`config.mk`:
```
export PLATFORM = sky130hd
export DESIGN_NAME = key_conditioner
export DESIGN_NICKNAME = d
export VERILOG_FILES = /design/src/rtl/key_conditioner.sv
export SDC_FILE = /design/constraint.sdc
export NUM_CORES = 1
export LEC_CHECK = 0
export ABC_AREA = 1
export BUFFER_PORTS_ARGS = -buffer_cell sky130_fd_sc_hd__buf_2
export CAP_MARGIN = 20
export CORE_ASPECT_RATIO = 1.5
export CORE_MARGIN = 3
export CORE_UTILIZATION = 45
export CTS_CLUSTER_SIZE = 20
export DETAILED_ROUTE_END_ITERATION = 10
export GPL_TIMING_DRIVEN = 0
export PLACE_DENSITY = 0.58
export SLEW_MARGIN = 40
export SYNTH_ARGS = -nofsm -noshare
export SYNTH_HDL_FRONTEND = slang
export SYNTH_SLANG_ARGS = --single-unit
```
`constraint.sdc`:
```
create_clock -name MAX10_CLK1_50 -period 4.8 [get_ports MAX10_CLK1_50]
set_clock_uncertainty 0.1 [all_clocks]
set_input_delay 0.96 -clock MAX10_CLK1_50 [delete_from_list [all_inputs] [get_ports MAX10_CLK1_50]]
set_output_delay 0.96 -clock MAX10_CLK1_50 [all_outputs]
set_load 0.03 [all_outputs]
```
`src/rtl/key_conditioner.sv`:
```
// Purpose: synchronize, debounce and edge-detect active-low push-buttons; optional one-shot long-press pulse (define KEY_COND_HOLD_EN).
// Latency: level/press/release register DEBOUNCE_CYCLES+1 edges after the first edge that samples a stable raw level.
// Backpressure: none; every output is a free-running registered level or single-cycle pulse.
module key_conditioner #(
    parameter int N_KEYS          = 2,
    parameter int DEBOUNCE_CYCLES = 500000,
    parameter int HOLD_CYCLES     = 50000000
) (
    input  logic              MAX10_CLK1_50,
    input  logic              rst_n,
    input  logic [N_KEYS-1:0] key_raw,
    output logic [N_KEYS-1:0] key_level,
    output logic [N_KEYS-1:0] key_press,
    output logic [N_KEYS-1:0] key_release,
    output logic [N_KEYS-1:0] key_hold
);

    localparam int            DW      = $clog2(DEBOUNCE_CYCLES + 1);
    localparam logic [DW-1:0] DB_LAST = DW'(DEBOUNCE_CYCLES);

    typedef enum logic [1:0] {
        RELEASED,
        PRESS_WAIT,
        PRESSED,
        RELEASE_WAIT
    } key_state_e;

    if (DEBOUNCE_CYCLES < 1 || HOLD_CYCLES < 1) begin : g_param_check
        $error("key_conditioner: DEBOUNCE_CYCLES and HOLD_CYCLES must be >= 1");
    end

    logic [N_KEYS-1:0] sync1_q;
    logic [N_KEYS-1:0] sync2_q;

    always_ff @(posedge MAX10_CLK1_50 or negedge rst_n) begin
        if (!rst_n) begin
            sync1_q <= '0;
            sync2_q <= '0;
        end else begin
            sync1_q <= ~key_raw;
            sync2_q <= sync1_q;
        end
    end

    for (genvar g = 0; g < N_KEYS; g++) begin : g_key
        key_state_e    state_q;
        logic [DW-1:0] db_cnt_q;
        logic [DW-1:0] cnt_inc;
        logic          accept;
        logic          level_q;
        logic          press_q;
        logic          release_q;

        // Leaving a stable state starts the run at 1, so DEBOUNCE_CYCLES=1 accepts at once.
        assign cnt_inc = (state_q == PRESS_WAIT || state_q == RELEASE_WAIT)
                       ? ((db_cnt_q == DB_LAST) ? DB_LAST : db_cnt_q + DW'(1))
                       : DW'(1);
        assign accept  = (cnt_inc == DB_LAST);

        always_ff @(posedge MAX10_CLK1_50 or negedge rst_n) begin
            if (!rst_n) begin
                state_q   <= RELEASED;
                db_cnt_q  <= '0;
                level_q   <= 1'b0;
                press_q   <= 1'b0;
                release_q <= 1'b0;
            end else begin
                press_q   <= 1'b0;
                release_q <= 1'b0;
                case (state_q)
                    RELEASED, PRESS_WAIT: begin
                        if (!sync2_q[g]) begin
                            db_cnt_q <= '0;
                            state_q  <= RELEASED;
                        end else if (accept) begin
                            db_cnt_q <= '0;
                            level_q  <= 1'b1;
                            press_q  <= 1'b1;
                            state_q  <= PRESSED;
                        end else begin
                            db_cnt_q <= cnt_inc;
                            state_q  <= PRESS_WAIT;
                        end
                    end
                    PRESSED, RELEASE_WAIT: begin
                        if (sync2_q[g]) begin
                            db_cnt_q <= '0;
                            state_q  <= PRESSED;
                        end else if (accept) begin
                            db_cnt_q  <= '0;
                            level_q   <= 1'b0;
                            release_q <= 1'b1;
                            state_q   <= RELEASED;
                        end else begin
                            db_cnt_q <= cnt_inc;
                            state_q  <= RELEASE_WAIT;
                        end
                    end
                    default: begin
                        db_cnt_q <= '0;
                        state_q  <= RELEASED;
                    end
                endcase
            end
        end

        assign key_level[g]   = level_q;
        assign key_press[g]   = press_q;
        assign key_release[g] = release_q;

`ifdef KEY_COND_HOLD_EN
        localparam int            HW        = $clog2(HOLD_CYCLES + 1);
        localparam logic [HW-1:0] HOLD_LAST = HW'(HOLD_CYCLES);

        logic [HW-1:0] hold_cnt_q;
        logic          hold_q;

        // Counting spans PRESSED and RELEASE_WAIT so a release bounce does not restart it.
        always_ff @(posedge MAX10_CLK1_50 or negedge rst_n) begin
            if (!rst_n) begin
                hold_cnt_q <= '0;
                hold_q     <= 1'b0;
            end else begin
                hold_q <= 1'b0;
                if (!level_q) begin
                    hold_cnt_q <= '0;
                end else if (hold_cnt_q != HOLD_LAST) begin
                    hold_cnt_q <= hold_cnt_q + HW'(1);
                    if (hold_cnt_q + HW'(1) == HOLD_LAST) begin
                        hold_q <= 1'b1;
                    end
                end
            end
        end

        assign key_hold[g] = hold_q;
`endif
    end

`ifndef KEY_COND_HOLD_EN
    assign key_hold = '0;
`endif

endmodule
```
==> out/metrics.yaml, run 1 <==
outcome:
  status: "finished clean"
floorplanning:
  core_um2: 7270
  die_area_um2: 8660
  die_x_um: 77.0
  ioPinCount: 12
  die_h_um: 112
  start_util: 0.468
  rows: 38
grt:
  antenna_found_initial: 0
  use_met2: 0.359
  grt_overflow_total: 0
  grt-busiest-layer: "met2"
  grt_max_degree: 53
  track_usage: 0.194
  grt_pass1_vias: 2992
  use_met3: 0.0257
  grtUsageMet1: 0.201
  grt_pass1_wl_um: 13400
setup_path:
  crit_chain: "ha_1 > nand2_2 > nor2_4 > nand2_1 > clkinv_1 > nand2_1 > nand2_1 > nand3_1 > nor2_1 > nand2_1 > nor2_2 > nand2_2 > nand2_2 > buf_6 > nor2_2"
  critPathMaxFanout: 10
  required_ns: 4.89
  critPathKind: "flop to flop"
  reg2reg_depth: 15
  arrival_ns: 2.45
  max_stage_delay_ns: 0.41
  cp_common_cell: "nand2_1"
  cp-end-kind: "flop"
  worst_path_max_delay_cell: "dfrtp_1"
  start_kind: "flop"
yosys:
  ys_ff_latch: 52
  ys_seq_area_frac: 0.382
  netlist_area_um2: 3400
  synthCells: 498
  ys_types: 26
  yosysWarnings: 0
  syn_avg_cell_area_um2: 6.83
route:
  drc: 0
  dr.first_iter.drc_count: 147
  wl_per_cell_um: 12.3
  ant_nets: 0
  wl_um: 7550
  num_vias: 2978
  first_pass_iters: 4
  vias_per_cell: 4.83
timing:
  maxSlewHeadroom: 0.560
  hold_ws_ns: 0.252
  setup_viol: 0
  tns_ns: 0
  hold_viol_final: 0
  fmax_mhz: 424
  setup_slack_ns: 2.44
  fin_crit_ns: 2.36
  tightest_slew_ns: 0.660
  slew_violations: 0
  rsz0062_at_grt: "false"
  layout_worst_path_cycle_share: 0.492
layout:
  layout.nets: 523
  area_growth_pct: 8.02
  n_antenna_cell: 0
  drive_gt1_frac: 0.147
  final_area_um2: 3670
  fill_cells: 746
hold_path:
  hold_depth: 0
  hp-class: "flop to flop"
placement:
  gp_congestion: 0.919
  pre_cts_ws_ns: 2.43
  io_buffer_count: 9
  place_area_um2: 3580
  dp_hpwl_um: 5980
pwr:
  ir_drop_uv: 200
  p_per_area_nw_per_um2: 208
  p_leak_nw: 1.78
run:
  max-cap-violations: 0
clock_tree:
  cts_hold_buffers: 0
  cts_buffers: 5
  clock-sinks: 52
  cts_tree: "built"
  post_cts_resized: 0
  clk_latency_ns: 0.31
  clk_pin_slew_worst_paths_ns: 0.10
  post-cts-setup-buffer-count: 0
  clock-root-buffer: "clkbuf_8"
  clockBufferDepth: 2
  htree_levels: 2
power by group:
| part | internal [mW] | switching [mW] |
|---|---|---|
| sequential | 0.442 | 0.00321 |
| combinational | 0.0154 | 0.0367 |
| clock | 0.118 | 0.150 |
| total | 0.576 | 0.190 |
cell usage after synthesis (all sizes together):
cell	number	area [um2]
o211ai	1	7.51
and2	2	12.5
nor3	3	15.0
buf	14	118
clkinv	2	7.51
conb	1	3.75
nor3b	1	7.51
nand3b	4	30.0
clkbuf	2	27.5
a21oi	4	27.5
nand2	147	577
o21ai	8	40.0
inv	74	278
dfrtp	52	1300
xor2	5	43.8
nand3	46	245
nor2	112	510
nand4	16	100
ha	4	50.1
critical path: cells and delay by family, from the launching register on:
kind | cells | cell delay (ns)
AND/OR/NAND/NOR | 12 | 1.25
flip-flops | 1 | 0.41
buffers and inverters | 2 | 0.27
adder cells (fa/ha/maj) | 1 | 0.22
routing by layer:
metal,share of wire,vias up
met5,0,-
li1,-,1546
met3,0.021,28
met2,0.55,45
met4,0.054,0
met1,0.38,1359
metrics by stage:
stage          utilization  cells  power, mW
3_3_place_gp         0.492    608      0.507
3_5_place_dp         0.492    608      0.508
4_1_cts              0.505    616      0.781
2_1_floorplan            -    499      0.488
6_report             0.505    616      0.766
5_1_grt              0.505    616      0.805
state kept, by name (all words and copies together), names as in the netlist:
| name | cells |
|---|---|
| sync2_q | 2 |
| g_key.level_q | 2 |
| g_key.db_cnt_q | 38 |
| g_key.state_q | 4 |
| g_key.release_q | 2 |
| g_key.press_q | 2 |
| sync1_q | 2 |
final cells by class:
class	count	area (um2)	area share
timing repair buffer	9	47.5	0.0129
multi-input combinational	355	1670	0.456
clock inverter	2	13.8	0.00375
inverter	76	285	0.0776
buffer	16	145	0.0395
clock buffer	6	82.6	0.0225
sequential	52	1300	0.354
tap	100	125	0.0340
placed cells by master, fill, tap and decap left out, drive strengths merged:
master	count
a21oi	4
and2	2
buf	23
clkbuf	8
clkinv	3
conb	2
dfrtp	52
ha	4
inv	75
nand2	147
nand3	46
nand3b	4
nand4	16
nor2	112
nor3	3
nor3b	1
o211ai	1
o21ai	8
xor2	5
cells by family after synthesis:
group / count (synthesis) / synth area share
simple gates: 331 / 0.440
other cells: 1 / 0.00110
xor+xnor: 5 / 0.0129
flops: 52 / 0.382
buf+inv: 92 / 0.127
fa+ha+maj: 4 / 0.0147
compound gates: 13 / 0.0221
worst paths after layout:
path	end	slack, ns	startpoint
min reg2reg	sync2_q[1]$_DFF_PN0_	0.25	sync1_q[1]$_DFF_PN0_
max in group asynchronous	g_key[0].db_cnt_q[11]$_DFF_PN0_	3.58	rst_n
max reg2reg	g_key[0].db_cnt_q[4]$_DFF_PN0_	2.44	g_key[0].db_cnt_q[1]$_DFF_PN0_
min	sync2_q[1]$_DFF_PN0_	0.25	sync1_q[1]$_DFF_PN0_
min in group asynchronous	sync2_q[0]$_DFF_PN0_	0.56	rst_n
max	g_key[0].db_cnt_q[4]$_DFF_PN0_	2.44	g_key[0].db_cnt_q[1]$_DFF_PN0_
(Power assumes the default switching activity.)
==> run 2, diff against run 1 <==
- PLACE_DENSITY: 0.58 -> 0.6
- clock period: 4.8 -> 2.03 ns (I/O delays scaled with it)
==> run 2 against run 1 <==
Compared with the run above:
- the flow now finishes with violations (negative setup slack)
- combinational power grew to 3.9 times the previous value
- final area grew 22%
- first-iteration DRC count grew 63%
- non-clock buffer count grew 38
- total power grew 140%
- worst hold slack lost 0.24 ns
- largest cell class unchanged
==> out/metrics.yaml, run 2 (synthesis gave the netlist of run 1 again) <==
outcome:
  status: "complete, but fails checks"
  violations: "negative setup slack"
layout:
  fill_cells: 662  # -11%
  layout.nets: 561  # +7.3%
  reg_top3: "g_key.db_cnt_q: 38 flops, g_key.state_q: 4 flops"
  regArea_um2: 1310  # +0.38%
  final_area_um2: 4470  # +22%
  regMostFlops: "g_key.db_cnt_q"
  final_common_cell: "nand2_1"
  n_antenna_cell: 0  # unchanged
  final_cell_mix: "111 x nand2_1, 62 x inv_1, 54 x nor2_1, 48 x dfrtp_1, 39 x nor2_2"
  area_growth_pct: 31.4
  finalNonFillerCells: 654  # +6.2%
  multi_input_area_um2: 2060  # +23%
  drive_gt1_frac: 0.366  # +0.219
  largest_register_ffs: 38  # unchanged
timing:
  hold_viol_final: 0  # unchanged
  rsz0062_at_grt: "true"
  maxSlewHeadroom: 0.546  # -0.0142
  hold_ws_ns: 0.0133  # -0.239 ns
  layout_worst_path_cycle_share: 1.10  # +0.606
  slew_violations: 0  # unchanged
  setup_slack_ns: -0.200  # -2.64 ns
  fmax_mhz: 448  # +5.9%
  setup_viol: 46  # +46
  tightest_slew_ns: 0.681  # +0.0212 ns
  fin_crit_ns: 2.23  # -0.132 ns
run:
  max-cap-violations: 0  # unchanged
route:
  first_pass_iters: 4  # unchanged
  drc: 0  # unchanged
  vias_per_cell: 4.96  # +2.5%
  wl_um: 8980  # +19%
  num_vias: 3242  # +8.9%
  dr.first_iter.drc_count: 240  # +63%
  ant_nets: 0  # unchanged
  wl_per_cell_um: 13.7  # +12%
setup_path:
  arrival_ns: 2.34  # -0.11 ns
  critPathLaunch: "g_key[1].db_cnt_q[0]$_DFF_PN0_"
  r2r_start: "g_key[1].db_cnt_q[0]$_DFF_PN0_"
  critPathMaxFanout: 5  # -5
  start_kind: "flop"
  reg2reg_depth: 16  # +1
  critPathKind: "flop to flop"
  required_ns: 2.14  # -2.75 ns
  cp-end-kind: "flop"
pwr:
  internal_power_mw: 1.37  # +140%
  p_switching_uw: 503  # +170%
  p_per_area_nw_per_um2: 419  # +100%
  seq_power_share: 0.564  # -0.018
  ir_drop_uv: 416  # +110%
  comb_power_share: 0.107  # +0.039
  swShare: 0.268  # +0.0206
  pwr-share-clk: 0.328  # -0.022
  p_leak_nw: 2.08  # +17%
clock_tree:
  clock-sinks: 52  # unchanged
  clk_pin_slew_worst_paths_ns: 0.10  # about the same
  clk_latency_ns: 0.32  # about the same
  cts_tree: "built"
  cts_buffers: 5  # unchanged
  cts_hold_buffers: 0  # unchanged
  htree_levels: 2  # unchanged
  clock-root-buffer: "clkbuf_8"
  clockBufferDepth: 2  # unchanged
grt:
  grt_overflow_total: 0  # unchanged
  grt_max_degree: 53  # unchanged
  grt_pass1_vias: 3206  # +7.2%
  track_usage: 0.209  # +0.0151
  grt_pass1_wl_um: 14400  # +7.8%
  antenna_found_initial: 0  # unchanged
floorplanning:
  die_area_um2: 8660  # unchanged
  die_x_um: 77.0  # unchanged
  die_h_um: 112  # unchanged
  ioPinCount: 12  # unchanged
  core_um2: 7270  # unchanged
  rows: 38  # unchanged
  start_util: 0.468  # unchanged
placement:
  dpl.cell_count: 608  # unchanged
  dp_hpwl_um: 6000  # +0.31%
  io_buffer_count: 9  # unchanged
  place_area_um2: 3580  # unchanged
  gp_congestion: 0.903  # -1.7%
hold_path:
  hp-class: "input port to async pin"
==> run 2: cell types whose count changed in the layout (fill, tap and decap cells not counted), sizes merged <==
| cell | change |
|---|---|
| buf | +37 |
| clkinvlp | +1 |
==> run 2: layout make-up <==
class | count | share of cell area
well taps | 100 | 0.0280
inverters | 76 | 0.0644
plain buffers | 16 | 0.0361
multi-input cells | 355 | 0.462
clock inverters | 3 | 0.00476
clock buffers | 5 | 0.0154
repair buffers | 47 | 0.0976
flip-flops and latches | 52 | 0.292
==> run 2: final timing paths <==
| kind | endpoint | slack [ns] |
|---|---|---|
| worst max-delay path | g_key[1].db_cnt_q[4]$_DFF_PN0_ | -0.20 |
| worst min-delay path | g_key[0].state_q[1]$_DFF_PN0_ | 0.01 |
| worst max register to register | g_key[1].db_cnt_q[4]$_DFF_PN0_ | -0.20 |
| worst min register to register | sync2_q[1]$_DFF_PN0_ | 0.25 |
| max in group asynchronous | g_key[0].db_cnt_q[1]$_DFF_PN0_ | 1.30 |
| min in group MAX10_CLK1_50 | sync1_q[0]$_DFF_PN0_ | 0.11 |
==> run 2: power groups by stage <==
stage | combinational, mW | clock [mW] | sequential, mW
2_1_floorplan | 0.0817 | 0 | 1.07
3_3_place_gp | 0.125 | 0 | 1.07
3_5_place_dp | 0.127 | 0 | 1.07
4_1_cts | 0.178 | 0.636 | 1.06
5_1_grt | 0.220 | 0.681 | 1.06
6_report | 0.201 | 0.615 | 1.06
==> run 2: timing repair <==
action                                  in CTS  in global routing
hold endpoints to repair                     0                  0
gates resized for setup                     43                100
cloned                                       3                  1
pin swaps                                   10                 44
setup buffers                               21                 17
endpoints found under the setup margin      48                 48
==> run 2: through the flow <==
step	utilization	worst slack, ns	TNS (ns)	power, mW
finish	0.615	-0.200	-7.46	1.87
global placement	0.492	-0.301	-11.14	1.20
CTS	0.558	-0.177	-5.59	1.87
global route	0.615	-0.336	-14.19	1.96
floorplan	-	0.0778	0	1.15
detailed placement	0.492	-0.320	-11.77	1.20
==> run 2: per-layer routing <==
| layer | wire (um) | share of wire | GRT usage |
|---|---|---|---|
| met5 | 0 | 0 | 0 |
| met4 | 397 | 0.044 | 0.122 |
| met1 | 3330 | 0.37 | 0.215 |
| met2 | 5060 | 0.56 | 0.392 |
| met3 | 193 | 0.021 | 0.0313 |
==> run 2: critical path, stage by stage, from the launching register on <==
cell and delay (ns):
dfrtp_1 0.44, inv_2 0.11, ha_4 0.13, inv_2 0.02, nor2_1 0.08, nand3_1 0.07
nor2_1 0.13, nand2_2 0.11, nand2_2 0.10, nand2_2 0.05, nor2_2 0.13, nand2_2 0.08
nor2_4 0.18, nand2_4 0.10, nand2_8 0.11, buf_8 0.13, nor2_2 0.03
